**config.mk**
```make
export PLATFORM = sky130hd
export DESIGN_NAME = dma_copy
export DESIGN_NICKNAME = d
export VERILOG_FILES = /design/src/rtl/dma_copy.sv
export SDC_FILE = /design/constraint.sdc
export NUM_CORES = 1
export LEC_CHECK = 0
export ABC_AREA = 1
export CORE_MARGIN = 4
export CORE_UTILIZATION = 48
export DETAILED_ROUTE_END_ITERATION = 8
export PLACE_DENSITY_LB_ADDON = 0.15
export SYNTH_ARGS = -nofsm -noshare
export SYNTH_HDL_FRONTEND = slang
export SYNTH_SLANG_ARGS = --single-unit
```
**constraint.sdc**
```tcl
create_clock -name clk -period 5.8 [get_ports clk]
set_input_delay 1.45 -clock clk [delete_from_list [all_inputs] [get_ports clk]]
set_output_delay 1.45 -clock clk [all_outputs]
set_load 0.1 [all_outputs]
```
**src/rtl/dma_copy.sv**
```systemverilog
// Word-granular memory-to-memory copy/fill engine; initiator on the valid/ready memory bus.
// One command at a time, alternating read/write transactions, with abort at transaction boundaries.
module dma_copy #(
    parameter int LEN_BITS = 16
) (
    input  logic                clk,
    input  logic                rst,
    input  logic                cmd_valid,
    output logic                cmd_ready,
    input  logic [31:0]         cmd_src,
    input  logic [31:0]         cmd_dst,
    input  logic [LEN_BITS-1:0] cmd_len,
    input  logic                cmd_fill,
    input  logic                abort,
    output logic                busy,
    output logic                done,
    output logic                aborted,
    output logic [LEN_BITS-1:0] remaining,
    output logic                mem_valid,
    input  logic                mem_ready,
    output logic [31:0]         mem_addr,
    input  logic [31:0]         mem_rdata,
    output logic [31:0]         mem_wdata,
    output logic [3:0]          mem_wstrb
);

    typedef enum logic [1:0] {IDLE, READ, WRITE, FINISH} state_t;

    state_t              state, state_n;
    logic [31:0]         src, src_n, dst, dst_n, data, data_n;
    logic                fill, fill_n, abort_q, abort_n;
    logic [LEN_BITS-1:0] rem_n;
    logic                valid_n;
    logic [31:0]         addr_n, wdata_n;
    logic [3:0]          wstrb_n;

    always_comb begin
        state_n = state;
        src_n   = src;
        dst_n   = dst;
        data_n  = data;
        fill_n  = fill;
        rem_n   = remaining;
        abort_n = abort_q | ((state != IDLE) && abort);
        case (state)
            IDLE: begin
                if (cmd_valid) begin
                    // In fill mode src carries the pattern, so it is kept unaligned.
                    src_n   = cmd_fill ? cmd_src : {cmd_src[31:2], 2'b00};
                    dst_n   = {cmd_dst[31:2], 2'b00};
                    rem_n   = cmd_len;
                    fill_n  = cmd_fill;
                    abort_n = 1'b0;
                    if (cmd_len == '0)  state_n = FINISH;
                    else if (cmd_fill)  state_n = WRITE;
                    else                state_n = READ;
                end
            end
            READ: begin
                if (mem_ready) begin
                    data_n  = mem_rdata;
                    src_n   = src + 32'd4;
                    state_n = WRITE;
                end
            end
            WRITE: begin
                if (mem_ready) begin
                    dst_n = dst + 32'd4;
                    rem_n = remaining - LEN_BITS'(1);
                    if (rem_n == '0 || abort_n) state_n = FINISH;
                    else if (fill)              state_n = WRITE;
                    else                        state_n = READ;
                end
            end
            FINISH:  state_n = IDLE;
            default: state_n = IDLE;
        endcase

        // Bus outputs are computed from the next state so they can be registered.
        valid_n = (state_n == READ) || (state_n == WRITE);
        addr_n  = '0;
        wdata_n = '0;
        wstrb_n = '0;
        if (state_n == READ) addr_n = src_n;
        if (state_n == WRITE) begin
            addr_n  = dst_n;
            wdata_n = fill_n ? src_n : data_n;
            wstrb_n = 4'hF;
        end
    end

    always_ff @(posedge clk or negedge rst) begin
        if (!rst) begin
            state     <= IDLE;
            src       <= '0;
            dst       <= '0;
            data      <= '0;
            fill      <= 1'b0;
            abort_q   <= 1'b0;
            remaining <= '0;
            mem_valid <= 1'b0;
            mem_addr  <= '0;
            mem_wdata <= '0;
            mem_wstrb <= '0;
            done      <= 1'b0;
            aborted   <= 1'b0;
            busy      <= 1'b0;
            cmd_ready <= 1'b1;
        end else begin
            state     <= state_n;
            src       <= src_n;
            dst       <= dst_n;
            data      <= data_n;
            fill      <= fill_n;
            abort_q   <= abort_n;
            remaining <= rem_n;
            mem_valid <= valid_n;
            mem_addr  <= addr_n;
            mem_wdata <= wdata_n;
            mem_wstrb <= wstrb_n;
            done      <= (state_n == FINISH);
            aborted   <= (state_n == FINISH) && abort_n;
            busy      <= (state_n != IDLE);
            cmd_ready <= (state_n == IDLE);
        end
    end

endmodule

```
==> reports/qor.csv, run 1 <==
stage,metric,value,unit
cts,cts-root-buf,clkbuf_16,
setup_path,critPathSlowestCell,clkdlybuf4s50_1,
power_and_ir_drop,vdd_drop_max,0.372,mV
timing,hold_violations,0,
routing,avgRoutedWirePerCell,17.7,um
yosys,syn_inst,1263,
final_layout,stdcell_area,12700,sq um
timing,setup_tns,0,ps
setup_path,critPathRequiredTime,6150,ps
cts,clock-sinks,186,
yosys,synthDominantCellAreaShare,0.470,
final_layout,stdcell_count,1730,
routing,dr_total_vias,9291,
timing,worst_hold_slack,466,ps
routing,wl,30.6,mm
yosys,yosysSeqAreaShare,0.473,
cts,clock_path_buffers,2,
routing,antenna_left,0,
setup_path,worstSetupStartpointType,primary input,
outcome,outcome,finished clean,
cts,hold_buffers,0,
timing,slew_headroom,0.321,
setup_path,crit_chain,clkdlybuf4s50_1 > inv_1 > nor2_2 > buf_4 > inv_1 > nand3_1 > inv_1 > nand2_4 > nand2_4 > nor2_2,
die,core_area,20200,sq um
setup_path,path_max_fanout,36,
timing,finalCritPeriodShare,0.702,
die,die_h,151,um
yosys,syn-cell-area,9850,sq um
placement,dpl.cell_count,1697,
job,drv_cap,0,
final_layout,syn2layout_area_growth,28.6,%
routing,drtIter0Drc,670,
timing,fmax,245,MHz
timing,worst_slew_pin_slew,1020,ps
final_layout,regArea,4660,sq um
placement,gp_congestion,0.930,
timing,slew_viol_final,0,
final_layout,final_nets,1568,
timing,setup_viol,0,
power_and_ir_drop,p_per_area,647,nW/um^2
die,initial_core_util,0.487,
min_path,hold_path.class,reg -> reg,
timing,grt_setup_unrepaired,false,
yosys,synth-warning-count,0,
cts,clk_transition_reported_paths,70,ps
placement,hpwlAfterDp,22.2,mm
setup_path,critPathBufInv,5,
grt,antenna_found_initial,2,
grt,grtUsageTotal,0.271,
setup_path,critPathMostFrequentCell,inv_1,
setup_path,critPathKind,in -> reg,
final_layout,multi_input_area,4380,sq um
grt,grt_pass1_vias,8704,
setup_path,critPathMaxStageDelay,810,ps
die,die-area,22900,sq um
yosys,synth_seq_cells,186,
power_and_ir_drop,p_leak,0.00574,uW
yosys,ys_top_cells_by_area,"dfrtp_1, nand2_1, nand3_1",
setup_path,cp-end-kind,flop,
yosys,async_reset_ff_frac,1.00,
grt,grt_overflow,0,
timing,fin_skew,9.08,ps
cts,cts_buffers,17,
die,rows,52,
cts,postCtsSetupBuffers,0,
routing,first_pass_iters,7,
die,chipWidth,151,um
cts,htree_levels,4,
routing,post_drt_via_cell_ratio,5.37,
setup_path,cp.arrival,4430,ps
yosys,synth_cell_type_count,43,
yosys,synth_edf_count,0,
placement,port_buffers,204,
final_layout,nFillCells,1835,
cts,cts_tree,done,
die,ioPinCount,207,
routing,drcViolationCount,0,
yosys,ys.flop_type,dfrtp_1,
yosys,syn_avg_cell_area,7.80,sq um
yosys,yosys.area.top_type,dfrtp_1,
final_layout,layout-drive-gt1-share,0.0761,
yosys,synth_nets,1385,
cts,cts_resized,0,
timing,fin_crit,4070,ps
grt,grt_pass1_wl,47.7,mm
placement,postPlaceCellArea,12100,sq um
grt,grt_start_max_net_pins,98,
setup_path,crit_family,buffers and inverters,
cts,clk_latency,430,ps
## where the power goes
group          internal [uW]  switching [uW]
sequential              1830             409
combinational           1230            3560
clock                    622             553
total                   3680            4520
## final timing paths
path	startpoint	end	slack [ps]	cells past startpoint
setup reg to reg	state[1]$_DFF_PN0_	remaining[3]$_DFFE_PN0P_	2640	10
setup / recovery	mem_ready	mem_wdata[30]$_DFF_PN0_	1730	10
hold / removal	data[1]$_DFF_PN0_	data[1]$_DFF_PN0_	470	2
max in group asynchronous	rst	dst[8]$_DFF_PN0_	3690	2
hold reg to reg	data[1]$_DFF_PN0_	data[1]$_DFF_PN0_	470	2
min in group asynchronous	rst	mem_wstrb[2]$_DFF_PN0_	1100	1
## per-stage QoR
step	utilization	power [uW]	worst slack, ps
final	0.626	8200	1730
after floorplan	-	5740	2930
after global routing	0.626	8730	1480
after CTS	0.626	8190	1750
after global placement	0.597	6930	1320
after detailed placement	0.597	7000	1280
## registers in the layout (all words and copies together), names as in the netlist, 2 cells and up
name / cells
remaining: 16
src: 32
data: 32
state: 2
dst: 32
mem_wdata: 32
mem_addr: 32
## Yosys cell counts (all sizes together), types with 2 or more instances
library cell and number:
nor2 135, a221oi 8, or2 17, mux2i 2
o311ai 3, nand3 129, o21ai 96, nand2 323
clkbuf 20, ha 4, buf 35, a22oi 17
nor4 5, nor3 21, inv 141, xnor2 6
o211ai 20, a21oi 21, o221ai 4, xor2 24
o22ai 23, dfrtp 185, nand4 17
## cell type report
| class | instances | share of cell area |
|---|---|---|
| diodes | 1 | 0.000198 |
| clock buffers | 18 | 0.0347 |
| clock inverters | 14 | 0.0120 |
| inverters | 142 | 0.0421 |
| multi-input cells | 880 | 0.346 |
| flip-flops and latches | 186 | 0.367 |
| well taps | 270 | 0.0267 |
| repair buffers | 219 | 0.171 |
## layer usage
metal / wire length (um) / share of wire / track usage / up-vias
met5: 0 / 0 / 0 / -
met4: 818 / 0.027 / 0.0816 / 0
met3: 2400 / 0.078 / 0.0434 / 55
met2: 13900 / 0.45 / 0.414 / 377
met1: 13500 / 0.44 / 0.397 / 4334
li1: - / - / - / 4525
## worst register-to-register path, cell delays in order, from the launching register on
cell and delay [ps]:
dfrtp_1 690, inv_2 230, nor2_4 110, buf_4 370, inv_1 100, buf_4 260, nor2_1 390, nor2_1 160
inv_2 360, o21ai_0 240, o22ai_1 160
## kinds of logic after synthesis
| kind of cell | Yosys count | share of synthesized area |
|---|---|---|
| buffers and inverters | 197 | 0.0838 |
| XOR/XNOR | 30 | 0.0267 |
| AO/OA/AOI/OAI | 194 | 0.119 |
| AND/OR/NAND/NOR | 650 | 0.291 |
| flip-flops | 186 | 0.473 |
| multiplexers | 2 | 0.00203 |
| adder cells (fa/ha/maj) | 4 | 0.00508 |
## cells in the final DEF, fill, tap and decap left out, types with 2 or more instances in the layout
cell type,instances
inv_1,136
o21ai_1,8
nor2_4,5
nor4_1,5
clkinv_4,2
nand2_1,317
o21ai_0,87
clkinvlp_4,2
a221oi_1,8
o221ai_1,4
nor2_2,23
nand2_4,3
inv_6,4
o211ai_1,20
mux2i_1,2
nand3_1,126
inv_2,5
buf_4,14
o22ai_1,23
xor2_1,24
ha_1,4
clkbuf_16,17
nor3_1,21
nor2_1,107
o311ai_0,2
nand3_2,3
inv_8,3
xnor2_1,6
dfrtp_1,185
clkdlybuf4s50_1,203
nand4_1,17
a22oi_1,17
or2_2,17
nand2_2,3
a21oi_1,19
(Power assumes the default switching activity.)
==> inputs of run 2 (changes only) <==
- clock period: 5.8 -> 4 ns (I/O delays scaled with it)
==> run 2 against run 1 <==
  * Sequential cell count is the same
  * Via count grew 0.45%
  * Critical path type is now reg -> reg
  * Sequential share of layout area shrank 0.080 points
  * Sequential power grew 45%
  * First-iteration DRC count grew 1.3%
==> reports/qor.csv, run 2 (synthesis results as in run 1) <==
stage,metric,value,unit,change
setup_path,path_max_fanout,33,,-8.3%
timing,slew_headroom,0.327,,+0.00606
setup_path,timing.rr.end,mem_wdata[28]$_DFF_PN0_,,
outcome,outcome,finished clean,,
min_path,hold_end,data[8]$_DFF_PN0_,,
die,chipWidth,151,um,unchanged
die,die_h,151,um,unchanged
cts,cts_buffers,17,,unchanged
final_layout,final_nets,1575,,+0.45%
cts,clk_latency,430,ps,about the same
setup_path,r2r-start,remaining[0]$_DFFE_PN0P_,,
power_and_ir_drop,p_total,11800,uW,+44%
min_path,min-delay-start,data[8]$_DFF_PN0_,,
final_layout,syn2layout_area_growth,28.9,%,
routing,wl,30.2,mm,-1.3%
placement,hpwlAfterDp,22.3,mm,+0.40%
power_and_ir_drop,p_leak,0.00576,uW,+0.25%
cts,cts-root-buf,clkbuf_16,,
timing,fin_skew,14.0,ps,+4.89 ps
routing,drcViolationCount,0,,unchanged
timing,setup_viol,0,,unchanged
timing,grt_setup_unrepaired,false,,
setup_path,worstSetupStartpointType,flop,,
timing,worst_hold_slack,467,ps,+1.56 ps
power_and_ir_drop,p_per_area,928,nW/um^2,+43%
final_layout,most-common-layout-cells,"nand2_1, clkdlybuf4s50_1, dfrtp_1",,
grt,grt_overflow,0,,unchanged
routing,drtIter0Drc,679,,+1.3%
timing,fmax,295,MHz,
placement,gp_congestion,0.923,,-0.83%
cts,hold_buffers,0,,unchanged
setup_path,ff2ff_setup_slack,610,ps,-2030 ps
grt,grt_start_max_net_pins,80,,-18%
min_path,whs_path_depth,2,,unchanged
placement,port_buffers,204,,unchanged
min_path,hold_path.class,reg -> reg,,
grt,grt_pass1_wl,47.0,mm,-1.5%
routing,dr_total_vias,9333,,+0.45%
setup_path,critPathKind,reg -> reg,,
die,initial_core_util,0.487,,unchanged
cts,clock-sinks,186,,unchanged
setup_path,critPathSlowestCell,a21oi_4,,
routing,first_pass_iters,6,,-1
die,core_area,20200,sq um,unchanged
setup_path,crit_chain,inv_1 > ha_1 > nand2_2 > nor2_1 > nand2_1 > nand2_1 > nand2_1 > nand3_1 > nor2_1 > nand3_2 > nand3_2 > a21oi_4 > nand2_4 > nor2_1,,
setup_path,cp-end-kind,flop,,
timing,fin_crit,3390,ps,
routing,post_drt_via_cell_ratio,5.37,,about the same
setup_path,critPathMaxStageDelay,740,ps,-70 ps
cts,clock_path_buffers,2,,unchanged
timing,finalCritPeriodShare,0.848,,
job,drv_cap,0,,unchanged
setup_path,cp.arrival,3730,ps,-700 ps
grt,grtUsageTotal,0.266,,-0.00490
setup_path,rr_worst_depth,14,,+4
timing,hold_violations,0,,unchanged
routing,avgRoutedWirePerCell,17.4,um,-1.8%
grt,grt_pass1_vias,8818,,+1.3%
cts,htree_levels,4,,unchanged
setup_path,critPathBufInv,1,,-4
setup_path,crit_family,simple AND/OR/NAND/NOR gates,,
final_layout,layout-drive-gt1-share,0.0798,,+0.00373
timing,setup_tns,0,ps,unchanged
die,die-area,22900,sq um,unchanged
power_and_ir_drop,vdd_drop_max,0.580,mV,+56%
final_layout,nFillCells,1781,,-2.9%
setup_path,critPathRequiredTime,4340,ps,-1810 ps
die,rows,52,,unchanged
timing,slew_viol_final,0,,unchanged
cts,postCtsSetupBuffers,0,,unchanged
die,ioPinCount,207,,unchanged
cts,cts_resized,0,,unchanged
final_layout,layout_commonest_cell,nand2_1,,
timing,worst_slew_pin_slew,1010,ps,-9.07 ps
routing,antenna_left,0,,unchanged
cts,clk_transition_reported_paths,70,ps,about the same
grt,antenna_found_initial,2,,unchanged
cts,cts_tree,done,,
-- run 2: cell count changes in the layout (fill, tap and decap cells not counted), sizes merged --
cell      before  now
buf           16   23
bufinv         1    0
clkinvlp       2    4
clkbuf        18   20
clkinv         5    2
diode          1    2
-- run 2: per-layer routing --
layer  part of all wire  track usage  wire length (um)
met1               0.45        0.383             13400
met3              0.075       0.0452              2250
met4              0.031        0.102               939
met5                  0            0                 0
met2               0.45        0.402             13600
-- run 2: worst register-to-register path, stage by stage (launching register included) --
cell and delay, ps:
dfrtp_1 410, inv_1 170, ha_1 310, nand2_2 150, nor2_1 220, nand2_1 70
nand2_1 80, nand2_1 50, nand3_1 70, nor2_1 60, nand3_2 100, nand3_2 100
a21oi_4 740, nand2_4 510, nor2_1 250
-- run 2: stage by stage --
stage	instance area (sq um)	std cells	utilization	setup WS (ps)
detailed placement	12100	1704	0.599	256
floorplan	9850	1263	-	1240
global placement	12100	1704	0.599	300
finish	12700	1738	0.628	607
CTS	12700	1736	0.627	641
global route	12700	1738	0.628	218
-- run 2: worst max path at each step --
stage,cells past startpoint,slack [ps],endpoint,start
finish,14,610,mem_wdata[28]$_DFF_PN0_,remaining[0]$_DFFE_PN0P_
global route,14,220,mem_wdata[20]$_DFF_PN0_,remaining[0]$_DFFE_PN0P_
CTS,14,640,mem_wdata[24]$_DFF_PN0_,remaining[0]$_DFFE_PN0P_
detailed placement,8,260,mem_wdata[24]$_DFF_PN0_,mem_ready
global placement,8,300,mem_wdata[25]$_DFF_PN0_,mem_ready
floorplan,16,1240,mem_addr[7]$_DFF_PN0_,remaining[0]$_DFFE_PN0P_
-- run 2: where the power goes --
group	switching [uW]	internal [uW]
clock	776	851
sequential	587	2650
combinational	5120	1790
-- run 2: cell type report --
class	count	area, sq um	area share
sequential	186	4660	0.367
clock buffer	20	457	0.0360
antenna	2	5.00	0.000394
inverter	142	533	0.0420
timing repair buffer	226	2220	0.175
multi-input combinational	880	4380	0.345
clock inverter	12	108	0.00847
tap	270	338	0.0266
==> RTL edit (config.mk and constraints of run 2) <==
Take the reset off `data` and load it in a clocked block of its own.
--- a/src/rtl/dma_copy.sv
+++ b/src/rtl/dma_copy.sv
@@ -94,7 +94,6 @@
             state     <= IDLE;
             src       <= '0;
             dst       <= '0;
-            data      <= '0;
             fill      <= 1'b0;
             abort_q   <= 1'b0;
             remaining <= '0;
@@ -110,7 +109,6 @@
             state     <= state_n;
             src       <= src_n;
             dst       <= dst_n;
-            data      <= data_n;
             fill      <= fill_n;
             abort_q   <= abort_n;
             remaining <= rem_n;
@@ -125,5 +123,9 @@
         end
     end
 
+    always_ff @(posedge clk) begin
+        data <= data_n;
+    end
+
 endmodule
 
Behaviour: same outputs for any inputs over 4 cycles, from zero or initial values and one cycle with rst low; that may be too few to reach the edited logic, so the function may still have changed.
==> RTL edit against run 2 <==
- hold slack got worse by 0.025 ns
- wire length decreased by 0.69%
- utilization is 1.1 points higher
- cell count shrank 0.46%
- total power is 0.54% higher
- worst setup slack lost 0.24 ns
- sequential share of layout area shrank 0.87 points
- final area fell by 1.1%
- sequential power about the same
- sequential cell count did not move
- non-clock buffer count is 1 lower
- synthesized area decreased by 1.6%
==> RTL edit: results (changes against run 2) <==
Layout Skew 0.0151 ns (+0.00109 ns); critical path arrival 4.00 ns (+0.27 ns); commonest cells in the netlist nand2_1, dfrtp_1, inv_1; status completed; filler cell count 1,767 (-0.79%); Ant. Diodes 0 (-2); sequential-to-total area share from yosys stat 0.464 (-0.00872); Starting DRT DRC Count 686 (+1.0%); worst r2r path cells 7 (-7); worst r2r src state[1]; Post-synth ARST share 0.828 (-0.172); HP Start data[17]; P_leak 5.67 nW (-1.5%); Reg2Reg Setup Slack 0.36 ns (-0.24 ns); Min-Delay Path Depth 2 (unchanged); routability-driven placement congestion ratio 0.944 (+2.3%); all-layer global routing usage 0.265 (-0.000549); Worst-Margin Slew 1.07 ns (+0.0647 ns); CP max stage delay 0.81 ns (+0.07 ns); vias in the first global route 8,846 (+0.32%); clk_lat worst skew 0.44 ns; ratio of cells with drive above 1 in the final layout 0.0799 (about the same); Worst R2R End mem_wdata[29]; Final Net Count 1,574 (-0.063%); Final HPWL DP 21,800 um (-2.3%); Unique masters post-synth 44 (+2.3%); Max VDD drop 0.696 mV (+20%); DP Area 12,000 sq um (-1.4%); drt via density 5.40 (+0.58%); global-route wire length before repair 46,400 um (-1.2%); largest cells by area after synthesis dfrtp_1, nand2_1, dfxtp_1; drt wl/cell 17.3 um (-0.23%); Hold Path End data[17]
==> RTL edit: area by class of cell <==
cell class	count	area (sq um)	share of cell area
Clock buffer	20	489	0.0390
Sequential cell	186	4500	0.358
Clock inverter	12	114	0.00907
Inverter	142	533	0.0424
Tap cell	265	332	0.0264
Timing Repair Buffer	225	2210	0.176
Multi-Input combinational cell	880	4380	0.349
==> RTL edit: critical path, delay by kind of cell, from the launching register on <==
| kind | cells | cell delay (ns) |
|---|---|---|
| and+or+nand+nor | 4 | 1.09 |
| buffers and inverters | 2 | 1.05 |
| AOI/OAI and AO/OA | 1 | 0.81 |
| DFF | 1 | 0.59 |
==> RTL edit: power breakdown <==
part / total (W) / internal (W) / switching, W / leakage, nW
clock: 0.00174 / 0.000918 / 0.000819 / 0.298
sequential: 0.00325 / 0.00265 / 0.000594 / 2.22
combinational: 0.00686 / 0.00179 / 0.00507 / 3.16
total: 0.0118 / 0.00536 / 0.00648 / 5.67
==> RTL edit: per-layer routing <==
metal  part of all wire  wire [um]  up-vias  track usage
met2               0.47      14200      369        0.427
met4              0.029        874        2       0.0984
li1                   -          -     4506            -
met3              0.066       1980       56       0.0457
met1               0.43      12900     4411        0.361
met5            0.00043         13        -            0
==> RTL edit: worst max path at each step <==
| stage | slack (ns) | startpoint | to |
|---|---|---|---|
| floorplan | 1.24 | remaining[0] | mem_addr[7] |
| global placement | 0.28 | mem_ready | mem_wdata[31] |
| detailed placement | 0.21 | mem_ready | mem_wdata[29] |
| CTS | 0.36 | state[1] | mem_wdata[29] |
| global route | 0.09 | state[1] | mem_wdata[22] |
| finish | 0.36 | state[1] | mem_wdata[29] |
==> RTL edit: cell families (layout without fill, tap and decap cells) <==
kind of cell / count (synthesis) / in the layout / synth area share
AO/OA/AOI/OAI: 194 / 194 / 0.121
XOR/XNOR: 30 / 30 / 0.0271
adder cells (fa/ha/maj): 4 / 4 / 0.00516
buffers and inverters: 197 / 399 / 0.0852
flip-flops: 186 / 186 / 0.464
multiplexers: 2 / 2 / 0.00207
AND/OR/NAND/NOR: 650 / 650 / 0.296
==> RTL edit: metrics by stage <==
step                      cells  worst slack (ns)
after detailed placement   1698             0.210
after CTS                  1730             0.362
after global placement     1698             0.285
final                      1730             0.363
after global routing       1730            0.0934
after floorplan            1263              1.24
